**src/rtl/flt2fix_pkg.sv**
```systemverilog
// Shared types and format helpers for the iterative float -> fixed-point converter.
package flt2fix_pkg;

  localparam logic [2:0] ST_IDLE   = 3'd0;
  localparam logic [2:0] ST_DECODE = 3'd1;
  localparam logic [2:0] ST_SHIFT  = 3'd2;
  localparam logic [2:0] ST_ROUND  = 3'd3;
  localparam logic [2:0] ST_DONE   = 3'd4;

  typedef enum logic [2:0] {
    IDLE   = ST_IDLE,
    DECODE = ST_DECODE,
    SHIFT  = ST_SHIFT,
    ROUND  = ST_ROUND,
    DONE   = ST_DONE
  } state_t;

  typedef struct packed {
    logic ovf;
    logic inexact;
    logic nan;
  } flags_t;

  function automatic int calc_bias(input int exp_w);
    return (2 ** (exp_w - 1)) - 1;
  endfunction

  function automatic int calc_w(input int int_w, input int frac_w);
    return int_w + frac_w;
  endfunction

  // Shift counter must hold the cap W+2.
  function automatic int calc_cnt_w(input int w);
    return $clog2(w + 3);
  endfunction

endpackage

```
**src/rtl/flt2fix_iter_round.sv**
```systemverilog
// Rounding, saturation and sign application for the aligned magnitude.
module fix_round_sat
  import flt2fix_pkg::*;
#(
  parameter int W        = 16,
  parameter bit ROUND_EN = 1'b1
) (
  input  logic [W:0]   mag,
  input  logic         g,
  input  logic         s,
  input  logic         sat,
  input  logic         sign,
  input  logic         nan,
  output logic [W-1:0] fix_out,
  output flags_t       flags
);

  localparam logic [W+1:0] HALF    = (W + 2)'(1) << (W - 1);
  localparam logic [W-1:0] POS_MAX = {1'b0, {(W - 1){1'b1}}};
  localparam logic [W-1:0] NEG_MIN = {1'b1, {(W - 1){1'b0}}};

  logic         rnd_up;
  logic [W+1:0] mag_r;
  logic         over;

  always_comb begin
    rnd_up = ROUND_EN && g && (s || mag[0]);
    mag_r  = {1'b0, mag} + {{(W + 1){1'b0}}, rnd_up};
    // Negative range reaches one further than positive: -2**(W-1) is exact.
    if (sign) over = sat || (mag_r > HALF);
    else      over = sat || (mag_r >= HALF);

    flags   = '0;
    fix_out = '0;
    if (nan) begin
      flags.nan = 1'b1;
    end else if (over) begin
      flags.ovf = 1'b1;
      fix_out   = sign ? NEG_MIN : POS_MAX;
    end else begin
      flags.inexact = g | s;
      fix_out       = sign ? (~mag_r[W-1:0] + W'(1)) : mag_r[W-1:0];
    end
  end

endmodule

```
**src/rtl/flt2fix_iter.sv**
```systemverilog
// Multi-cycle float -> signed fixed-point converter with a 1-bit-per-cycle aligner.
//  state  | meaning
//  IDLE   | waiting for start; operand captured on accept
//  DECODE | split fields, derive shift direction/count, flag Inf/NaN
//  SHIFT  | one alignment step per cycle (left with sat detect, right via G/S)
//  ROUND  | round/saturate/sign, register results, pulse done
//  DONE   | done visible; busy still high, drops next cycle
module flt2fix_iter
  import flt2fix_pkg::*;
#(
  parameter int EXP_W    = 5,
  parameter int MAN_W    = 10,
  parameter int INT_W    = 8,
  parameter int FRAC_W   = 8,
  parameter bit ROUND_EN = 1'b1
) (
  input  logic                           clk,
  input  logic                           reset,
  input  logic                           start,
  input  logic [EXP_W+MAN_W:0]           flt_in,
  output logic                           busy,
  output logic                           done,
  output logic [INT_W+FRAC_W-1:0]        fix_out,
  output logic                           ovf,
  output logic                           inexact,
  output logic                           nan
);

  localparam int W     = calc_w(INT_W, FRAC_W);
  localparam int BIAS  = calc_bias(EXP_W);
  localparam int CNT_W = calc_cnt_w(W);

  state_t                 state;
  logic [EXP_W+MAN_W:0]   flt_q;
  logic [W:0]             work_q;
  logic                   g_q;
  logic                   s_q;
  logic                   sat_q;
  logic                   nan_q;
  logic                   left_q;
  logic [CNT_W-1:0]       cnt_q;

  logic [EXP_W-1:0]       exp_f;
  logic [EXP_W-1:0]       e_eff;
  logic [MAN_W-1:0]       man_f;
  logic [MAN_W:0]         sig;
  logic                   special;
  int                     sh_i;
  int                     sh_abs;
  logic [CNT_W-1:0]       cnt_d;

  logic [W-1:0]           rs_fix;
  flags_t                 rs_flags;

  always_comb begin
    exp_f   = flt_q[EXP_W+MAN_W-1:MAN_W];
    man_f   = flt_q[MAN_W-1:0];
    e_eff   = (exp_f == '0) ? EXP_W'(1) : exp_f;
    sig     = {exp_f != '0, man_f};
    special = &exp_f;
    sh_i    = int'(e_eff) - BIAS - MAN_W + FRAC_W;
    sh_abs  = (sh_i < 0) ? -sh_i : sh_i;
    // Beyond W+2 steps every bit is already in sticky (right) or saturated (left).
    cnt_d   = (sh_abs > W + 2) ? CNT_W'(W + 2) : CNT_W'(sh_abs);
  end

  fix_round_sat #(
    .W        (W),
    .ROUND_EN (ROUND_EN)
  ) u_round_sat (
    .mag     (work_q),
    .g       (g_q),
    .s       (s_q),
    .sat     (sat_q),
    .sign    (flt_q[EXP_W+MAN_W]),
    .nan     (nan_q),
    .fix_out (rs_fix),
    .flags   (rs_flags)
  );

  always_ff @(posedge clk or negedge reset) begin
    if (!reset) begin
      state   <= IDLE;
      flt_q   <= '0;
      work_q  <= '0;
      g_q     <= 1'b0;
      s_q     <= 1'b0;
      sat_q   <= 1'b0;
      nan_q   <= 1'b0;
      left_q  <= 1'b0;
      cnt_q   <= '0;
      busy    <= 1'b0;
      done    <= 1'b0;
      fix_out <= '0;
      ovf     <= 1'b0;
      inexact <= 1'b0;
      nan     <= 1'b0;
    end else begin
      done <= 1'b0;
      case (state)
        IDLE: begin
          if (start) begin
            flt_q <= flt_in;
            busy  <= 1'b1;
            state <= DECODE;
          end
        end
        DECODE: begin
          work_q <= {{(W - MAN_W){1'b0}}, sig};
          g_q    <= 1'b0;
          s_q    <= 1'b0;
          sat_q  <= special && (man_f == '0);
          nan_q  <= special && (man_f != '0);
          left_q <= (sh_i > 0);
          cnt_q  <= cnt_d;
          if (special || cnt_d == '0) state <= ROUND;
          else                        state <= SHIFT;
        end
        SHIFT: begin
          cnt_q <= cnt_q - CNT_W'(1);
          if (left_q) begin
            work_q <= {work_q[W-1:0], 1'b0};
            sat_q  <= sat_q | work_q[W-1] | work_q[W];
            if (cnt_q == CNT_W'(1) || work_q[W-1]) state <= ROUND;
          end else begin
            work_q <= {1'b0, work_q[W:1]};
            g_q    <= work_q[0];
            s_q    <= s_q | g_q;
            if (cnt_q == CNT_W'(1)) state <= ROUND;
          end
        end
        ROUND: begin
          fix_out <= rs_fix;
          ovf     <= rs_flags.ovf;
          inexact <= rs_flags.inexact;
          nan     <= rs_flags.nan;
          done    <= 1'b1;
          state   <= DONE;
        end
        DONE: begin
          busy  <= 1'b0;
          state <= IDLE;
        end
        default: begin
          busy  <= 1'b0;
          state <= IDLE;
        end
      endcase
    end
  end

endmodule

```
**config.mk**
```make
export PLATFORM = sky130hd
export DESIGN_NAME = flt2fix_iter
export DESIGN_NICKNAME = d
export VERILOG_FILES = /design/src/rtl/flt2fix_pkg.sv /design/src/rtl/flt2fix_iter_round.sv /design/src/rtl/flt2fix_iter.sv
export SDC_FILE = /design/constraint.sdc
export NUM_CORES = 1
export LEC_CHECK = 0
export ABC_AREA = 0
export CAP_MARGIN = 0
export CORE_UTILIZATION = 38
export DETAILED_ROUTE_END_ITERATION = 10
export PLACE_DENSITY = 0.61
export SYNTH_ARGS = -nofsm -noshare
export SYNTH_HDL_FRONTEND = slang
export SYNTH_SLANG_ARGS = --single-unit
```
**constraint.sdc**
```tcl
create_clock -name clk -period 3.4 [get_ports clk]
set_clock_uncertainty 0.15 [all_clocks]
set_input_delay 0.34 -clock clk [delete_from_list [all_inputs] [get_ports clk]]
set_output_delay 0.34 -clock clk [all_outputs]
set_load 0.02 [all_outputs]
```
### After elaboration in Yosys (flattened, before gate mapping)

Cells that the tools add are included.

| word-level totals | value |
|---|---|
| flip-flop bits (word level) | 67 |
| logic and storage cells | 93 |
| bits of input ports | 19 |

| cells by class | value |
|---|---|
| $add $sub $neg | 7 |
| $lt $le $gt $ge | 5 |
| eq/ne operators | 9 |
| reduce and logical (&&, ||, !) cells | 22 |
| mux-type cells | 30 |
| bitwise logic cells | 5 |

Operators with widths:

| kind | number |
|---|---|
| 2-to-1 mux 16 bit | 4 |
| case mux 17 bit (2 select lines) | 1 |
| > comparator 32 x 6 -> 1 bit (second input constant) | 1 |
| 2-to-1 mux 32 bit | 1 |
| negator 8 -> 32 bit | 1 |
| adder 17 x 1 -> 18 bit | 1 |
| greater-or-equal comparator 18 x 16 -> 1 bit (second input constant) | 1 |
| > comparator 18 x 16 -> 1 bit (second input constant) | 1 |
| 2-to-1 mux 17 bit | 1 |
| adder 16 x 1 -> 16 bit (second input constant) | 1 |
| NOT 16 bit | 1 |
| 2-to-1 mux 3 bit | 4 |
| case mux 3 bit (4 select lines) | 1 |
| zero test 10 bit | 1 |
| zero test 5 bit | 2 |
| 2-to-1 mux 1 bit | 10 |
| 2-to-1 mux 5 bit | 2 |
| case mux 5 bit (2 select lines) | 1 |
| nonzero test 10 bit | 1 |
| adder 7 x 5 -> 8 bit (second input constant) | 1 |
| > comparator 8 x 1 -> 1 bit (second input constant) | 1 |
| < comparator 8 x 1 -> 1 bit (second input constant) | 1 |
| case mux 1 bit (2 select lines) | 4 |
| AND reduction 2 bit | 4 |
| 19 further kinds | 31 |

### Depth between registers and ports, before layout

Gate-level depths: netlist of run 1.

| depth | value |
|---|---|
| depth in word-level cells | 13 |
| mapped depth | 13 |

### Cells and area by module

Synthesis of run 1 repeated with hierarchy kept, for this count alone.

| second synthesis, totals | value |
|---|---|
| cell total of the unflattened synthesis | 543 |
| area, all modules | 4,898.4 µm² |

Modules (own cells, without submodules):

| module | seq. area each (µm²) | cells an instance | times used | area each (µm²) |
|---|---|---|---|---|
| flt2fix_iter | 1,676.6 | 350 | 1 | 3,583.4 |
| fix_round_sat | 0.0 | 193 | 1 | 1,315.0 |

### Worst setup path before layout of run 1

Ideal clock, no wire load.

| timing | value |
|---|---|
| kind | reg-to-reg |
| from | register flt_q[14] |
| to | register state[0] |
| setup slack | 0.189 ns |
| stages on the path, launching flop included | 13 |
| buffers on the path | 0 |
| library setup time | 0.099 ns |
| data arrival time | 2.962 ns |
| path through | dfrtp_1 nor4_1 nor2_1 inv_1 ha_1 ha_1 xor2_1 xnor2_1 nor2_1 a211o_1 a21oi_1 nand4_1 a311oi_1 |

| on the way | value |
|---|---|
| cells in the longest elaborated chain, start to end | 13 |
| elaborated cells on any way between the ends | 15 |

Ends and longest elaborated chain:

| item | line | RTL |
|---|---|---|
| from (decl) | flt2fix_iter.sv:34 | `logic [EXP_W+MAN_W:0] flt_q;` |
| from (signal assigned) | flt2fix_iter.sv:103 | `flt_q <= flt_in;` |
| zero test 5 bit | flt2fix_iter.sv:58 | `e_eff = (exp_f == '0) ? EXP_W'(1) : exp_f;` |
| 2-to-1 mux 5 bit | flt2fix_iter.sv:58 |  |
| subtractor 5 x 4 -> 6 bit | flt2fix_iter.sv:61 | `sh_i = int'(e_eff) - BIAS - MAN_W + FRAC_W;` |
| subtractor 6 x 5 -> 7 bit | flt2fix_iter.sv:61 |  |
| adder 7 x 5 -> 8 bit | flt2fix_iter.sv:61 |  |
| negator 8 -> 32 bit / < comparator 8 x 1 -> 1 bit (equally long branches) | flt2fix_iter.sv:62 | `sh_abs = (sh_i < 0) ? -sh_i : sh_i;` |
| 2-to-1 mux 32 bit | flt2fix_iter.sv:62 |  |
| > comparator 32 x 6 -> 1 bit | flt2fix_iter.sv:64 | `cnt_d = (sh_abs > W + 2) ? CNT_W'(W + 2) : CNT_W'(sh_abs);` |
| 2-to-1 mux 5 bit | flt2fix_iter.sv:64 |  |
| zero test 5 bit | flt2fix_iter.sv:116 | `if (special \|\| cnt_d == '0) state <= ROUND;` |
| logical OR 1 bit (*) | flt2fix_iter.sv:116 |  |
| 2-to-1 mux 1 bit (*) | flt2fix_iter.sv:116 |  |
| case mux 3 bit (4 select lines) (*) | flt2fix_iter.sv:100 | `case (state)` |
| to (signal assigned) | flt2fix_iter.sv:105 | `state <= DECODE;` |
| to (signal assigned) | flt2fix_iter.sv:116 |  |
| to (signal assigned) | flt2fix_iter.sv:117 | `else state <= SHIFT;` |
| to (decl) | flt2fix_iter.sv:33 | `state_t state;` |

Every way passes the cells marked *; elsewhere a longest branch is shown, timed or not.
A chain may end at the register's enable or synchronous reset.

### Worst setup path after layout of run 1

| timing | value |
|---|---|
| from | register flt_q[13] |
| to | register state[0] |

Same word-level chain as after synthesis.

==> results of run 1 <==
[area by class of cell]
type                            count  area share
Multi-Input combinational cell    385       0.479
Sequential cell                    67       0.324
Timing Repair Buffer               56      0.0989
Clock buffer                       12      0.0495
Tap cell                          140      0.0338
Inverter                           14      0.0101
Clock inverter                      3     0.00458
[Yosys cell counts (5+ instances only)]
library cell and instances:
ha_1 7, dfrtp_1 67, o21ai_0 31, a31oi_1 12
clkbuf_1 20, o21ai_1 6, mux2i_1 10, nand4_1 9
o31ai_1 5, and3_1 5, xnor2_1 16, xor2_1 12
nor2_1 41, mux2_2 14, nor2b_1 8, buf_2 11
nand2b_1 6, nor3_1 8, inv_1 14, a211oi_1 10
nand3_1 17, a21oi_1 37, nand2_1 61
[state kept, by name (all words and copies together), names as in the netlist, 3 cells and up]
signal and cells:
fix_out 16, flt_q 16, work_q 17, state 3
cnt_q 5
[worst min-delay path by stage]
stage | startpoint | to | slack [ns] | cells past startpoint
floorplan | reset | busy$_DFFE_PN0P_ | -0.11 | 0
global placement | nan$_DFFE_PN0P_ | nan$_DFFE_PN0P_ | 0.31 | 2
detailed placement | cnt_q[3]$_DFFE_PN0P_ | cnt_q[3]$_DFFE_PN0P_ | 0.32 | 1
CTS | reset | fix_out[5]$_DFFE_PN0P_ | 0.09 | 2
global route | reset | fix_out[13]$_DFFE_PN0P_ | 0.15 | 2
finish | reset | fix_out[5]$_DFFE_PN0P_ | 0.05 | 2
[metal layers]
| metal | up-vias | routed length [um] |
|---|---|---|
| met2 | 77 | 4660 |
| met4 | 0 | 84 |
| li1 | 1879 | - |
| met1 | 1737 | 4890 |
| met3 | 8 | 408 |
| met5 | - | 0 |
[stage by stage]
| step | std cells | total power, W |
|---|---|---|
| 3_3_place_gp | 660 | 0.00450 |
| 2_1_floorplan | 499 | 0.00371 |
| 4_1_cts | 675 | 0.00548 |
| 6_report | 677 | 0.00557 |
| 5_1_grt | 677 | 0.00602 |
| 3_5_place_dp | 660 | 0.00459 |
[power by group]
group          internal (W)  leakage [nW]  switching [W]
Clock              0.000530         0.131       0.000341
Sequential          0.00116         0.824       0.000436
Combinational       0.00138          1.13        0.00172
Total               0.00307          2.09        0.00250
[placed cells by master (no fill, tap or decap), types with 16 or more instances in the layout]
cell             instances
o21ai_0                 30
xnor2_1                 16
buf_4                   17
nor2_1                  41
dfrtp_1                 66
nand2_1                 61
clkdlybuf4s50_1         38
nand3_1                 17
a21oi_1                 37
[cells by family (layout without fill, tap and decap cells)]
kind of cell / count (synthesis) / count (layout) / synth area share
xor gates and xnor gates: 28 / 28 / 0.0568
muxes: 24 / 24 / 0.0597
AOI/OAI and AO/OA: 135 / 135 / 0.204
DFF: 67 / 67 / 0.389
buffers and inverters: 47 / 85 / 0.0452
and+or+nand+nor: 191 / 191 / 0.225
adders and majority gates: 7 / 7 / 0.0203
[what timing repair did]
item / 4_1_cts / 5_1_grt
gates resized for setup: 0 / 9
hold endpoints to repair: 0 / 0
setup buffers: 0 / 2
hold buffers: 0 / 0
endpoints found under the setup margin: 0 / 12
==> impl_metrics.ini, run 1 <==
[status]
run_status = finished, final reports clean

[setup_path]
path_depth = 13
r2r-end = state[0]$_DFFE_PN0P_
cp_top_family = simple AND/OR/NAND/NOR gates
cpPeakStageDelay_ns = 0.45
path_cells = nor4_4 -> nor2_1 -> inv_1 -> ha_2 -> ha_2 -> xor2_1 -> xnor2_1 -> buf_4 -> xor2_1 -> or3_1 -> o21ai_1 -> nand4_1 -> a311oi_1
crit_slowest_cell = dfrtp_2
startpoint = flt_q[13]$_DFFE_PN0P_
rrSetupSlack_ns = 0.17
worstPathArrival_ns = 3.32
rr_worst_depth = 13
crit_type = reg -> reg
timing.rr.start = flt_q[13]$_DFFE_PN0P_
required_ns = 3.49
crit_end = state[0]$_DFFE_PN0P_
critPathMaxFanout = 6
critPathBufInv = 2
critPathCaptureType = register
startpoint_type = register

[synth]
synth_seq_cells = 67
syn_area_um2 = 4310
yosysWarnings = 0
yosys-top-cells-area = dfrtp_1 (39%), nand2_1 (5.3%), a21oi_1 (4.3%), mux2_2 (3.7%), o21ai_0 (3.6%)
yosysTopAreaCell = dfrtp_1
synthCells = 499
synth_edf_count = 0
ys.flop_type = dfrtp_1
syn_avg_cell_area_um2 = 8.65
yosysUniqueCellTypes = 64
ys_seq_area_frac = 0.389
async_reset_ff_frac = 1.00
syn_nets = 525
synth_top_area_frac = 0.389

[global_route]
met1_usage = 0.250
grt_pass1_vias = 3533
grt_use_total = 0.184
grt_first_pass_wirelength_um = 17100
antenna_found_initial = 0
grt_util_met3 = 0.0386
grtUsageMet2 = 0.292
overflow = 0
busiest_layer = met2
grt_max_degree = 68

[detailed_routing]
drt-total-wl_um = 10000
vias = 3701
first_pass_iters = 4
drt_iter0_markers = 186
viasPerCell = 5.47
ant_nets = 0
wire_per_inst_um = 14.8
remaining_drc_errors = 0

[final_layout]
regArea_um2 = 1680
drive_above_1_share = 0.127
final_core_util = 0.474
areaGrowthSynthToFinish_pct = 20.2
fill_cells = 1071
layout.nets = 559
diodes = 0
stdcell_area_um2 = 5180
multiInputGateArea_um2 = 2490

[job]
cap_violations = 0

[placed_design]
dp_slack_ns = 0.0868
io_buffer_count = 39
hpwl_um = 7180
gp_congestion = 0.806
dpl_cell_area_um2 = 4850

[floorplanning]
start_util = 0.395
core_area_um2 = 10900
die_x_um = 109
num_rows = 38
num_io_pins = 40
die_h_um = 109
die_area_um2 = 11800

[pwr]
power.density_nw_per_um2 = 1070
leakage_nw = 2.09
ir_drop_mv = 0.648

[clock_network]
clock_sinks = 67
clk_latency_ns = 0.33
clkTransAtPathRegs_ns = 0.06
cts_buffers = 9
root_buffer = clkbuf_16
cts_tree = done
h-tree-depth = 3
cts.path.max_buffers = 2

[hold_path]
hold_class = in -> async

[timing]
finalHoldViolCount = 0
maxSlewViolCount = 0
whs_ns = 0.0455
max_slew_margin = 0.436
fin_ws_ns = 0.174
fin_crit_ns = 3.23
fmax_ghz = 0.310
setup_viol = 0
worst_pin_slew_ns = 0.846
finalCritPeriodShare = 0.949
tns_ns = 0
No activity file was read; power rests on OpenSTA's default activity.
==> run 2, diff against run 1 <==
CORE_MARGIN = 2   (was not set)
CTS_CLUSTER_DIAMETER = 30   (was not set)
==> run 2 against run 1 <==
Setup slack gained 0.0089 ns. Sequential power barely moved. Cell area rose by 0.80%. Count of clock-buffer cells in the layout unchanged. Routed wire length is 3.9% higher. Critical path depth rose by 1. Utilization is 0.38 points higher. Global-route usage shrank 1.4 points. Clock power is 4.6% higher. Total power increased by 1.0%. Flip-flop and latch count unchanged. Non-clock buffer count is 3 higher. Highest routed layer unchanged.
==> impl_metrics.ini, run 2 (synthesized netlist as in run 1, its figures left out) <==
[final_layout]
largest_reg_flops = 17
largestRegisters = work_q x17, fix_out x16, flt_q x16
areaGrowthSynthToFinish_pct = 21.1
drive_above_1_share = 0.128
diodes = 0
final_common_cell = dfrtp_1
layout.nets = 562
regMostFlops = work_q
layout_common_cells = dfrtp_1 (65), nand2_1 (61), nor2_1 (41), clkdlybuf4s50_1 (38), a21oi_1 (37)

[clock_network]
clkTransAtPathRegs_ns = 0.06
cts_buffers = 9
cts.path.max_buffers = 2
root_buffer = clkbuf_16
h-tree-depth = 3
clk_latency_ns = 0.34
cts_tree = done
clock_sinks = 67

[timing]
worst_pin_slew_ns = 0.780
finalHoldViolCount = 0
setup_viol = 0
rsz0062_at_grt = false
maxSlewViolCount = 0
tns_ns = 0
finalCritPeriodShare = 0.946
fin_crit_ns = 3.22
fmax_ghz = 0.311
max_slew_margin = 0.478

[pwr]
power.density_nw_per_um2 = 1080
ir_drop_mv = 0.672
power_w = 0.00562
leakage_nw = 2.11

[floorplanning]
die_x_um = 111
die_h_um = 111
core_area_um2 = 10900
die_area_um2 = 12200
start_util = 0.395
num_io_pins = 40
num_rows = 38

[hold_path]
hold_class = in -> async

[global_route]
grt_pass1_vias = 3532
overflow = 0
antenna_found_initial = 0
grt_first_pass_wirelength_um = 17300
grt_max_degree = 37
grt_use_total = 0.170

[setup_path]
required_ns = 3.48
critPathCaptureType = register
critPathMaxFanout = 6
startpoint_type = register
crit_type = reg -> reg
worstPathArrival_ns = 3.30

[detailed_routing]
vias = 3753
first_pass_iters = 5
ant_nets = 0
drt-total-wl_um = 10400
viasPerCell = 5.51
drt_iter0_markers = 152
wire_per_inst_um = 15.3
remaining_drc_errors = 0

[status]
run_status = finished, final reports clean

[placed_design]
io_buffer_count = 39
gp_congestion = 0.852
hpwl_um = 7390

[job]
cap_violations = 0
-- run 2: changes by cell type in the layout (fill, tap and decap cells not counted), sizes merged --
cell | before | now
buf | 18 | 20
bufinv | 0 | 1
clkinv | 1 | 2
clkinvlp | 2 | 1
dlygate4sd3 | 0 | 1
-- run 2: critical path, cell delays in order (launching register included) --
cell and delay, ns:
dfrtp_2 0.45, nor4_4 0.28, nor2_1 0.08, inv_1 0.14
ha_4 0.25, ha_1 0.22, xor2_1 0.16, xnor2_1 0.24
buf_4 0.18, o21ai_0 0.11, xor2_1 0.18, a21oi_1 0.18
buf_4 0.16, a21oi_1 0.07, a311oi_1 0.27
-- run 2: area by class of cell --
| cell class | count | area, um^2 |
|---|---|---|
| multi-input combinational | 385 | 2490 |
| sequential | 67 | 1680 |
| fill | 1079 | 5710 |
| timing repair buffer | 59 | 538 |
| clock inverter | 4 | 51.3 |
| tap | 140 | 175 |
| clock buffer | 12 | 236 |
| inverter | 14 | 52.6 |
-- run 2: power breakdown --
group	internal [W]	switching, W	leakage (nW)
clock	0.000568	0.000344	0.137
sequential	0.00116	0.000438	0.823
combinational	0.00139	0.00173	1.15
-- run 2: stage by stage --
stage / util / instances / cell area, um^2 / worst slack [ns] / hold slack (ns)
after floorplan: - / 499 / 4310 / 0.189 / -0.106
final: 0.478 / 681 / 5230 / 0.182 / 0.283
after CTS: 0.471 / 677 / 5150 / 0.0512 / 0.291
after global routing: 0.478 / 681 / 5230 / 0.00635 / 0.320
after global placement: 0.443 / 660 / 4850 / 0.152 / 0.0867
after detailed placement: 0.443 / 660 / 4850 / 0.0795 / 0.0972
-- run 2: worst paths after layout --
kind | from | endpoint | slack, ns | cells after the start
worst min-delay path | reset | fix_out[0]$_DFFE_PN0P_ | 0.28 | 2
worst max register to register | flt_q[13]$_DFFE_PN0P_ | cnt_q[2]$_DFFE_PN0P_ | 0.18 | 14
max in group asynchronous | reset | flt_q[13]$_DFFE_PN0P_ | 2.03 | 3
worst min register to register | nan$_DFFE_PN0P_ | nan$_DFFE_PN0P_ | 0.32 | 2
worst max-delay path | flt_q[13]$_DFFE_PN0P_ | cnt_q[2]$_DFFE_PN0P_ | 0.18 | 14
min in group clk | nan$_DFFE_PN0P_ | nan$_DFFE_PN0P_ | 0.32 | 2
-- run 2: timing repair --
action                     in CTS  in global routing
setup endpoints to repair       0                 14
gates resized for setup         0                  9
setup buffers                   0                  4
hold buffers                    1                  0
hold endpoints to repair       11                  0
-- run 2: routing by layer --
layer,vias to the layer above,wire length (um),GRT usage
met5,-,0,0
li1,1877,-,-
met3,17,474,0.0357
met1,1771,5010,0.232
met2,88,4780,0.269
met4,0,165,0.0600
==> run 3, diff against run 2 <==
CORE_MARGIN = not set   (was 2)
==> results of run 3 <==
Same layout as run 1: the final DEF is identical, and so are final timing and power.
